### src/rtl/uart_frame_arbiter.sv
// Packet-granular round-robin arbiter sharing one uart_tx byte channel between two requesters.
// Each packet goes out as: HEADER, source ID, payload, XOR checksum (source ID ^ payload).
module uart_frame_arbiter #(
    parameter logic [7:0] HEADER     = 8'hAD,
    parameter logic [7:0] SRC_ID0    = 8'h01,
    parameter logic [7:0] SRC_ID1    = 8'h02,
    parameter int         MAX_LEN    = 32,
    parameter int         GAP_CYCLES = 16
) (
    input  logic        clk,
    input  logic        rst_n,
    input  logic [7:0]  req0_data,
    input  logic        req0_valid,
    input  logic        req0_last,
    output logic        req0_ready,
    input  logic [7:0]  req1_data,
    input  logic        req1_valid,
    input  logic        req1_last,
    output logic        req1_ready,
    output logic [7:0]  tx_data,
    output logic        tx_data_valid,
    input  logic        tx_data_ready,
    output logic        grant,
    output logic        busy,
    output logic        trunc_pulse,
    output logic [15:0] frame_cnt
);

    typedef enum logic [2:0] {IDLE, HDR, SRC, DATA, CSUM, GAP} state_t;

    state_t      state_q, state_d;
    logic [7:0]  tx_data_q, tx_data_d;
    logic        tx_valid_q, tx_valid_d;
    logic        grant_q, grant_d;
    logic        last_grant_q, last_grant_d;
    logic [7:0]  csum_q, csum_d;
    logic [7:0]  count_q, count_d;
    logic [15:0] gap_q, gap_d;
    logic        trunc_q, trunc_d;
    logic [15:0] frame_cnt_q, frame_cnt_d;
    logic        csum_loaded_q, csum_loaded_d;

    logic        g_valid, g_last, g_ready, g_hs, out_xfer;
    logic [7:0]  g_data, src_id;

    assign g_valid  = grant_q ? req1_valid : req0_valid;
    assign g_last   = grant_q ? req1_last  : req0_last;
    assign g_data   = grant_q ? req1_data  : req0_data;
    assign src_id   = grant_q ? SRC_ID1    : SRC_ID0;
    assign out_xfer = tx_valid_q && tx_data_ready;
    // The payload slot is free when it is empty or is being drained this very edge.
    assign g_ready  = (state_q == DATA) && (!tx_valid_q || tx_data_ready);
    assign g_hs     = g_ready && g_valid;

    assign req0_ready    = g_ready && !grant_q;
    assign req1_ready    = g_ready && grant_q;
    assign tx_data       = tx_data_q;
    assign tx_data_valid = tx_valid_q;
    assign grant         = grant_q;
    assign busy          = (state_q != IDLE);
    assign trunc_pulse   = trunc_q;
    assign frame_cnt     = frame_cnt_q;

    always_comb begin
        // NOTE: every always_comb target gets a default first so no path can infer a latch.
        state_d       = state_q;
        tx_data_d     = tx_data_q;
        tx_valid_d    = tx_valid_q;
        grant_d       = grant_q;
        last_grant_d  = last_grant_q;
        csum_d        = csum_q;
        count_d       = count_q;
        gap_d         = gap_q;
        trunc_d       = 1'b0;
        frame_cnt_d   = frame_cnt_q;
        csum_loaded_d = csum_loaded_q;

        unique case (state_q)
            IDLE: begin
                if (req0_valid || req1_valid) begin
                    grant_d      = (req0_valid && req1_valid) ? !last_grant_q : req1_valid;
                    last_grant_d = grant_d;
                    tx_data_d    = HEADER;
                    tx_valid_d   = 1'b1;
                    state_d      = HDR;
                end
            end
            HDR: begin
                if (out_xfer) begin
                    tx_data_d = src_id;
                    csum_d    = src_id;
                    count_d   = 8'd0;
                    state_d   = SRC;
                end
            end
            SRC: begin
                if (out_xfer) begin
                    tx_valid_d = 1'b0;
                    state_d    = DATA;
                end
            end
            DATA: begin
                if (g_hs) begin
                    tx_data_d  = g_data;
                    tx_valid_d = 1'b1;
                    csum_d     = csum_q ^ g_data;
                    count_d    = 8'(count_q + 8'd1);
                    if (g_last || count_q == 8'(MAX_LEN - 1)) begin
                        trunc_d = !g_last;
                        state_d = CSUM;
                    end
                end else if (out_xfer) begin
                    tx_valid_d = 1'b0;
                end
            end
            CSUM: begin
                // csum_loaded_q tells the still-pending last payload byte apart from the checksum.
                if (!csum_loaded_q) begin
                    if (!tx_valid_q || tx_data_ready) begin
                        tx_data_d     = csum_q;
                        tx_valid_d    = 1'b1;
                        csum_loaded_d = 1'b1;
                    end
                end else if (tx_data_ready) begin
                    tx_valid_d    = 1'b0;
                    csum_loaded_d = 1'b0;
                    frame_cnt_d   = 16'(frame_cnt_q + 16'd1);
                    gap_d         = 16'd0;
                    state_d       = (GAP_CYCLES == 0) ? IDLE : GAP;
                end
            end
            GAP: begin
                if (gap_q == 16'(GAP_CYCLES - 1)) state_d = IDLE;
                else                              gap_d   = 16'(gap_q + 16'd1);
            end
            default: state_d = IDLE;
        endcase
    end

    // NOTE: sequential state uses non-blocking assignments so all flops update from pre-edge values.
    always_ff @(posedge clk or negedge rst_n) begin
        if (!rst_n) begin
            state_q       <= IDLE;
            tx_data_q     <= 8'd0;
            tx_valid_q    <= 1'b0;
            grant_q       <= 1'b0;
            last_grant_q  <= 1'b1;
            csum_q        <= 8'd0;
            count_q       <= 8'd0;
            gap_q         <= 16'd0;
            trunc_q       <= 1'b0;
            frame_cnt_q   <= 16'd0;
            csum_loaded_q <= 1'b0;
        end else begin
            state_q       <= state_d;
            tx_data_q     <= tx_data_d;
            tx_valid_q    <= tx_valid_d;
            grant_q       <= grant_d;
            last_grant_q  <= last_grant_d;
            csum_q        <= csum_d;
            count_q       <= count_d;
            gap_q         <= gap_d;
            trunc_q       <= trunc_d;
            frame_cnt_q   <= frame_cnt_d;
            csum_loaded_q <= csum_loaded_d;
        end
    end

endmodule

### config.mk
export PLATFORM = sky130hd
export DESIGN_NAME = uart_frame_arbiter
export DESIGN_NICKNAME = d
export VERILOG_FILES = /design/src/rtl/uart_frame_arbiter.sv
export SDC_FILE = /design/constraint.sdc
export NUM_CORES = 1
export LEC_CHECK = 0
export CORE_MARGIN = 2
export CORE_UTILIZATION = 60
export CTS_BUF_LIST = sky130_fd_sc_hd__clkbuf_4
export DETAILED_ROUTE_END_ITERATION = 16
export GPL_ROUTABILITY_DRIVEN = 0
export PLACE_DENSITY = 0.95
export SLEW_MARGIN = 5
export SYNTH_ARGS = -nofsm -noshare
export SYNTH_HDL_FRONTEND = slang
export SYNTH_SLANG_ARGS = --single-unit
### constraint.sdc
create_clock -name clk -period 3.85 [get_ports clk]
set_clock_uncertainty 0.2 [all_clocks]
set_input_delay 0.77 -clock clk [delete_from_list [all_inputs] [get_ports clk]]
set_output_delay 0.77 -clock clk [all_outputs]
set_load 0.02 [all_outputs]
* Word level (Yosys, flattened, before mapping)
Index checks and enable logic that the tools add are counted.
** Cells by class
- Multiply operators :: 0
- Div/mod/pow operators :: 0
- Shift operators :: 0
- Muxes and demuxes :: 42
- Equal/unequal tests :: 20
- Order comparisons :: 0
- Reductions and logical operators :: 26
- Bitwise gates (word level) :: 1
- Add/subtract/negate cells :: 3
** Operator list (number)
- two-way mux 8 bit :: 9
- two-way mux 16 bit :: 3
- adder 16 x 1 -> 16 bit (second input constant) :: 2
- case mux 16 bit (2 select lines) :: 1
- case mux 8 bit (2 select lines) :: 2
- case mux 8 bit (4 select lines) :: 1
- two-way mux 3 bit :: 8
- inequality test 2 bit (second input constant) :: 10
- case mux 3 bit (6 select lines) :: 1
- == test 16 x 4 -> 1 bit (second input constant) :: 1
- two-way mux 1 bit :: 15
- adder 8 x 1 -> 8 bit (second input constant) :: 1
- == test 8 x 5 -> 1 bit (second input constant) :: 1
- AND reduction 4 bit :: 2
- AND reduction 8 bit :: 1
- nonzero test 4 bit :: 2
- XOR 8 bit :: 1
- == test 3 x 2 -> 1 bit (second input constant) :: 2
- == test 3 bit (second input constant) :: 2
- logical AND 1 bit :: 6
- inequality test 3 bit (second input constant) :: 2
- AND reduction 3 bit :: 2
- AND reduction 6 bit :: 1
- zero test 1 bit :: 4
- 9 further kinds :: 12
** Word-level totals
- Flip-flop bits (word level) :: 64
- Bits in writable memories :: 0
- Word-level logic and storage cells :: 103
- Bits of input ports :: 23
- Output and inout bits :: 30
- Memories :: 0
- Bits in latches :: 0
- ROM bits :: 0

* Depth between registers and ports, before layout
Gate-level depths: netlist of the first run.
- Depth after elaboration :: 6
- Mapped depth :: 7
- Mapped depth without buffers :: 6

* Worst setup path before layout of the first run
OpenSTA, ideal clock, no wires.
- Kind :: reg-to-output
- Start :: register grant_q, in the netlist grant
- End :: output req1_ready
- Stages on the path, launching flop included :: 4
- Data required time :: 2.880 ns
- Setup slack :: 1.151 ns
- Arrival time :: 1.729 ns
- Buffers on the path :: 2
- Cells stage by stage :: dfrtp_1 buf_1 clkbuf_1 nor3b_1
** On the way
- Word-level cells in the longest chain between the ends :: 1
** Ends and longest elaborated chain
- from (decl) :: RTL line 34 : logic grant_q, grant_d;
- from (signal assigned) :: RTL line 158 : grant_q <= grant_d;
- logical AND 1 bit :: RTL line 56 : assign req1_ready = g_ready && grant_q;
- to (decl) :: RTL line 19 : output logic req1_ready,
No other way between the ends.

* Final worst setup path of the first run
- Start :: register state_q[0]
- End :: output req1_ready
** On the way
- Word-level cells in the longest chain between the ends :: 3
** Ends and longest elaborated chain
- from (decl) :: RTL line 31 : state_t state_q, state_d;
- from (signal assigned) :: RTL line 155 : state_q <= state_d;
- == test 3 x 2 -> 1 bit :: RTL line 52 : assign g_ready = (state_q == DATA) && (!tx_valid_q || tx_data_ready);
- logical AND 1 bit :: RTL line 52
- logical AND 1 bit :: RTL line 56
No other way between the ends.

==> impl_metrics.env, run 1 <==
export IMPL_status="completed"
export IMPL_die_y_um=79.26
export IMPL_cp_slowest_cell="dfrtp_1"
export IMPL_switchingPower_w=0.001115
export IMPL_final_hold_violation_count=0
export IMPL_dp_hpwl_um=5367
export IMPL_p_leak_nw=1.773
export IMPL_grt_total_usage_pct=26.18
export IMPL_ir_worst_vdd_mv=0.3906
export IMPL_drive_gt1_share_pct=7.971
export IMPL_syn_inst=354
export IMPL_ys_top_cells_by_area="dfrtp_1, xor2_1, nor2_1"
export IMPL_dieArea_mm2=0.006281
export IMPL_wirelength_um=7481
export IMPL_vias=2868
export IMPL_multi_input_comb_area_mm2=0.001702
export IMPL_portBuffers=52
export IMPL_ys_flop_type="dfrtp_1"
export IMPL_syn_to_final_growth_pct=21.28
export IMPL_overflow=0
export IMPL_cts_tree="yes"
export IMPL_path_buf_inv=1
export IMPL_path_delay_family="simple AND/OR/NAND/NOR gates"
export IMPL_fp_dieW_um=79.26
export IMPL_fin_nets=435
export IMPL_initialDrtViolationCount=193
export IMPL_cts_buffers=9
export IMPL_max_stage_delay_ps=660
export IMPL_core_area_mm2=0.005473
export IMPL_clk_pin_slew_worst_paths_ps=100
export IMPL_fin_util_pct=75.31
export IMPL_grt_max_degree=28
export IMPL_first_pass_iters=4
export IMPL_avgSynthCellArea_um2=9.600
export IMPL_cp_arrival_ps=2570
export IMPL_diodes=0
export IMPL_fill_cells=389
export IMPL_max_slew_margin_pct=41.36
export IMPL_switching_share_pct=41.04
export IMPL_power_share_combinational_pct=40.9
export IMPL_cp_data_required_time_ps=2880
export IMPL_syn_nets=380
export IMPL_yosysWarnings=0
export IMPL_netlist_area_leader_share_pct=46.39
export IMPL_synth_cell_types=47
export IMPL_regArea_mm2=0.001603
export IMPL_async_flop_share_pct=100.0
export IMPL_setup_viol=0
export IMPL_path_class="reg2out"
export IMPL_clock_latency_ps=410
export IMPL_root_buffer="clkbuf_4"
export IMPL_yosysSeqAreaShare_pct=47.16
export IMPL_ys_seq_elements=64
export IMPL_r2r_cells=4
export IMPL_fin_setup_tns_ps=0
export IMPL_num_rows=27
export IMPL_crit_cells=3
export IMPL_max_cap_viol_count=0
export IMPL_io_pins=53
export IMPL_path_cells="nand3b_1 -> nor3b_1 -> clkdlybuf4s50_1"
export IMPL_intPower_w=0.001602
export IMPL_antenna_found_initial=0
export IMPL_cts_setup_buffers=0
export IMPL_grt_pass1_vias=2857
export IMPL_fin_crit_ps=3542
export IMPL_clock_sinks=64
export IMPL_clockBufferDepth=2
export IMPL_path_max_fanout=15
export IMPL_clkPwrFrac_pct=15.7
export IMPL_pwr_share_seq_pct=43.3
export IMPL_postCtsResizedCells=0
export IMPL_slew_viol_final=0
export IMPL_fmax_mhz=282.3
export IMPL_grt_pass1_wl_um=12740
export IMPL_power_density_mw_per_mm2=659.1
export IMPL_synth_edf_count=0
export IMPL_start_kind="register"
export IMPL_drtAntennaViolNets=0
export IMPL_initial_utilization_pct=62.09
export IMPL_post_drt_wl_per_cell_um=15.39
export IMPL_hp_class="in2async"
export IMPL_syn_area_mm2=0.003398
export IMPL_htreeDepth=3
export IMPL_yosys_area_top_type="dfrtp_1"
export IMPL_tightest_slew_ps=879.6
export IMPL_period_share_pct=91.99
export IMPL_ctsHoldBuffers=0
export IMPL_crit_path_end_kind="primary output"
export IMPL_vias_per_cell=5.901
export IMPL_grt_setup_unrepaired="no"
export IMPL_drc=0
cell usage in the layout, fill, tap and decap left out, types with 12 or more instances in the layout:
master,Yosys,final
a21oi_1,22,22
nand3_1,13,13
or3_1,12,12
nand2_1,27,27
clkdlybuf4s50_1,0,51
o21ai_0,24,24
dfrtp_1,63,63
nor2_1,42,42
xor2_1,20,20
xnor2_1,12,12
stage by stage:
| step | cells | area (um^2) | setup WS [ps] | power (W) | hold slack [ps] |
|---|---|---|---|---|---|
| detailed placement | 470 | 3996 | 557.6 | 0.002284 | 276.3 |
| finish | 486 | 4121 | 308.2 | 0.002717 | 142.2 |
| CTS | 486 | 4121 | 311.9 | 0.002719 | 138.9 |
| floorplan | 354 | 3398 | 1151 | 0.001899 | 262.7 |
| global route | 486 | 4121 | 132.1 | 0.002918 | 167.7 |
| global placement | 470 | 3996 | 647.7 | 0.002209 | 254.2 |
final cells by class:
cell class / count / area share, %
Multi-Input combinational cell: 265 / 41.29
Sequential cell: 64 / 38.89
Timing Repair Buffer: 58 / 13.60
Tap cell: 72 / 2.186
Clock buffer: 10 / 1.821
Clock inverter: 6 / 1.214
Inverter: 11 / 1.002
worst reg2reg max path, cell delays in order (launching register included):
cell	delay, ps
dfrtp_1	930
mux2i_1	630
nor3_2	190
nor2_2	450
mux2_1	370
sequential cells by signal, indices dropped and copies added, names as in the netlist:
name           cells
gap_q             16
csum_loaded_q      1
trunc_pulse        1
last_grant_q       1
grant              1
csum_q             8
tx_data            8
tx_data_valid      1
frame_cnt         16
state_q            3
count_q            8
logic make-up after synthesis:
kind of cell	Yosys count	synth area share, %
AOI/OAI and AO/OA	64	11.67
buffers and inverters	25	2.946
xor gates and xnor gates	32	8.247
DFF	64	47.17
adders and majority gates	3	1.105
muxes	21	6.701
and+or+nand+nor	145	22.16
power by group through the flow:
stage	clock network (W)	logic (W)	registers, W
floorplan	0	0.000758	0.00114
global placement	0	0.00105	0.00116
detailed placement	0	0.00111	0.00118
CTS	0.000440	0.00111	0.00117
global route	0.000467	0.00124	0.00122
finish	0.000427	0.00111	0.00118
layer usage:
layer | wire, um | global-route usage [%]
met1 | 3068 | 31.45
met2 | 3787 | 43.39
met3 | 446 | 8.182
met4 | 179 | 11.38
met5 | 0 | 0
path summary, 6_finish.rpt:
| check | from | endpoint | slack, ps |
|---|---|---|---|
| max in group asynchronous | rst_n | last_grant_q | 2570 |
| hold / removal | rst_n | state_q[1] | 140 |
| hold reg to reg | frame_cnt[15] | frame_cnt[15] | 280 |
| setup / recovery | state_q[0] | req1_ready | 310 |
| setup reg to reg | grant | tx_data[5] | 980 |
| min in group clk | frame_cnt[15] | frame_cnt[15] | 280 |
Yosys cell counts (2+ instances only):
| master | number |
|---|---|
| dfrtp_1 | 63 |
| nor2_1 | 42 |
| nand2_1 | 27 |
| o21ai_0 | 24 |
| a21oi_1 | 22 |
| xor2_1 | 20 |
| nand3_1 | 13 |
| or3_1 | 12 |
| xnor2_1 | 12 |
| inv_1 | 10 |
| nand4_1 | 10 |
| mux2_1 | 8 |
| clkbuf_1 | 7 |
| mux2i_1 | 7 |
| nor3_1 | 7 |
| mux2_2 | 6 |
| and3_1 | 5 |
| buf_2 | 5 |
| nor4_1 | 5 |
| and2_1 | 4 |
| and4_1 | 4 |
| nand2b_1 | 4 |
| a211o_1 | 3 |
| ha_1 | 3 |
| nor2b_1 | 3 |
| nor3b_1 | 3 |
| o32ai_1 | 3 |
| buf_1 | 2 |
| o31ai_1 | 2 |
(Power assumes the default switching activity.)
==> run 2: changes to the inputs <==
CORE_MARGIN = default   (was 2)
==> run 2 against run 1 <==
Against the previous run: total power down 1.2%; first-iteration DRC count is 4.1% lower; die area shrank 5.0%; largest cell class unchanged; sequential cell count unchanged; critical path type unchanged.
==> impl_metrics.env, run 2 (synthesized netlist as in run 1, its figures left out) <==
export IMPL_grt_max_degree=41
export IMPL_wl_met2_um=3993
export IMPL_p_leak_nw=1.774
export IMPL_path_class="reg2out"
export IMPL_regArea_mm2=0.001603
export IMPL_place_ws_ps=617.7
export IMPL_initial_utilization_pct=62.09
export IMPL_ir_worst_vdd_mv=0.4328
export IMPL_clk_pin_slew_worst_paths_ps=110
export IMPL_htreeDepth=3
export IMPL_max_slew_margin_pct=39.86
export IMPL_path_max_fanout=15
export IMPL_vias_per_cell=5.955
export IMPL_clockBufferDepth=2
export IMPL_crit_path_end_kind="primary output"
export IMPL_drc=0
export IMPL_root_buffer="clkbuf_4"
export IMPL_status="completed"
export IMPL_dp_hpwl_um=5569
export IMPL_wirelength_um=7682
export IMPL_grt_setup_unrepaired="no"
export IMPL_period_share_pct=90.72
export IMPL_fin_util_pct=75.19
export IMPL_final_hold_violation_count=0
export IMPL_fmax_mhz=286.3
export IMPL_drive_gt1_share_pct=9.157
export IMPL_multi_input_comb_area_mm2=0.001702
export IMPL_fin_setup_tns_ps=0
export IMPL_fp_dieW_um=77.26
export IMPL_start_kind="register"
export IMPL_cp_data_required_time_ps=2880
export IMPL_ctsHoldBuffers=0
export IMPL_initialDrtViolationCount=185
export IMPL_clock_latency_ps=420
export IMPL_cts_tree="yes"
export IMPL_drtAntennaViolNets=0
export IMPL_hp_class="in2async"
export IMPL_vias=2900
export IMPL_core_area_mm2=0.005473
export IMPL_fill_cells=410
export IMPL_setup_slack_ps=357.2
export IMPL_mostFrequentLayoutCell="dfrtp_1"
export IMPL_cp_arrival_ps=2520
export IMPL_drt_met1_wl_um=3201
export IMPL_power_density_mw_per_mm2=652.1
export IMPL_grt_pass1_vias=2945
export IMPL_tightest_slew_ps=902.1
export IMPL_cts_setup_buffers=0
export IMPL_fin_crit_ps=3493
export IMPL_clock_sinks=64
export IMPL_overflow=0
export IMPL_postCtsResizedCells=0
export IMPL_power_w=0.002684
export IMPL_grt_total_usage_pct=27.80
export IMPL_final_cell_mix="dfrtp_1, clkdlybuf4s50_1, nor2_1, nand2_1, o21ai_0"
export IMPL_highest_layer="met4"
export IMPL_antenna_found_initial=0
export IMPL_cts_buffers=9
export IMPL_dieArea_mm2=0.005968
export IMPL_grt_pass1_wl_um=12920
export IMPL_first_pass_iters=4
export IMPL_r2r_cells=4
export IMPL_portBuffers=52
export IMPL_syn_to_final_growth_pct=21.10
export IMPL_post_drt_wl_per_cell_um=15.77
export IMPL_num_rows=27
export IMPL_fin_nets=436
export IMPL_diodes=0
export IMPL_routed_wl_met3_um=263
export IMPL_slew_viol_final=0
export IMPL_io_pins=53
export IMPL_setup_viol=0
export IMPL_die_y_um=77.26
export IMPL_max_cap_viol_count=0
[run 2: cell types whose count changed in the layout (fill, tap and decap cells not counted)]
cell / before / now
clkinvlp_4: 0 / 1
clkinv_4: 0 / 1
clkinv_1: 4 / 0
buf_4: 6 / 7
clkinv_2: 1 / 4
bufinv_16: 1 / 0
[run 2: path summary, 6_finish.rpt]
check                         startpoint       endpoint  slack [ps]
setup / recovery              state_q[0]     req1_ready         360
hold / removal                     rst_n      gap_q[13]         250
setup reg to reg                   grant     tx_data[5]         910
hold reg to reg            frame_cnt[15]  frame_cnt[15]         280
max in group asynchronous          rst_n     count_q[7]        2440
min in group clk           frame_cnt[15]  frame_cnt[15]         280
[run 2: critical path: stages, from the launching register on]
cell and delay [ps]:
dfrtp_1 660, nand3b_1 490, nor3b_1 330, clkdlybuf4s50_1 640
[run 2: layer usage]
layer | global-route usage [%] | vias up
met1 | 31.69 | 1426
met2 | 49.56 | 83
met5 | 0 | -
met4 | 14.72 | 0
li1 | - | 1363
met3 | 4.524 | 28
[run 2: where the power goes]
group / total [W] / switching (W) / leakage (nW) / internal [W]
Combinational: 0.00112 / 0.000605 / 0.912 / 0.000514
Clock: 0.000387 / 0.000251 / 0.0659 / 0.000136
Sequential: 0.00118 / 0.000283 / 0.795 / 0.000895
[run 2: final cells by class]
class / count / area share, %
multi-input cells: 265 / 41.35
clock inverters: 6 / 0.8817
flip-flops and latches: 64 / 38.95
repair buffers: 59 / 13.80
well taps: 72 / 2.189
inverters: 11 / 1.003
clock buffers: 10 / 1.824
[run 2: per-stage QoR]
| stage | hold WS [ps] | cell area [um^2] | cells |
|---|---|---|---|
| floorplan | 262.7 | 3398 | 354 |
| global placement | 255.5 | 4004 | 471 |
| detailed placement | 265.2 | 4004 | 471 |
| CTS | 280.4 | 4115 | 487 |
| global route | 300.2 | 4115 | 487 |
| finish | 249.2 | 4115 | 487 |
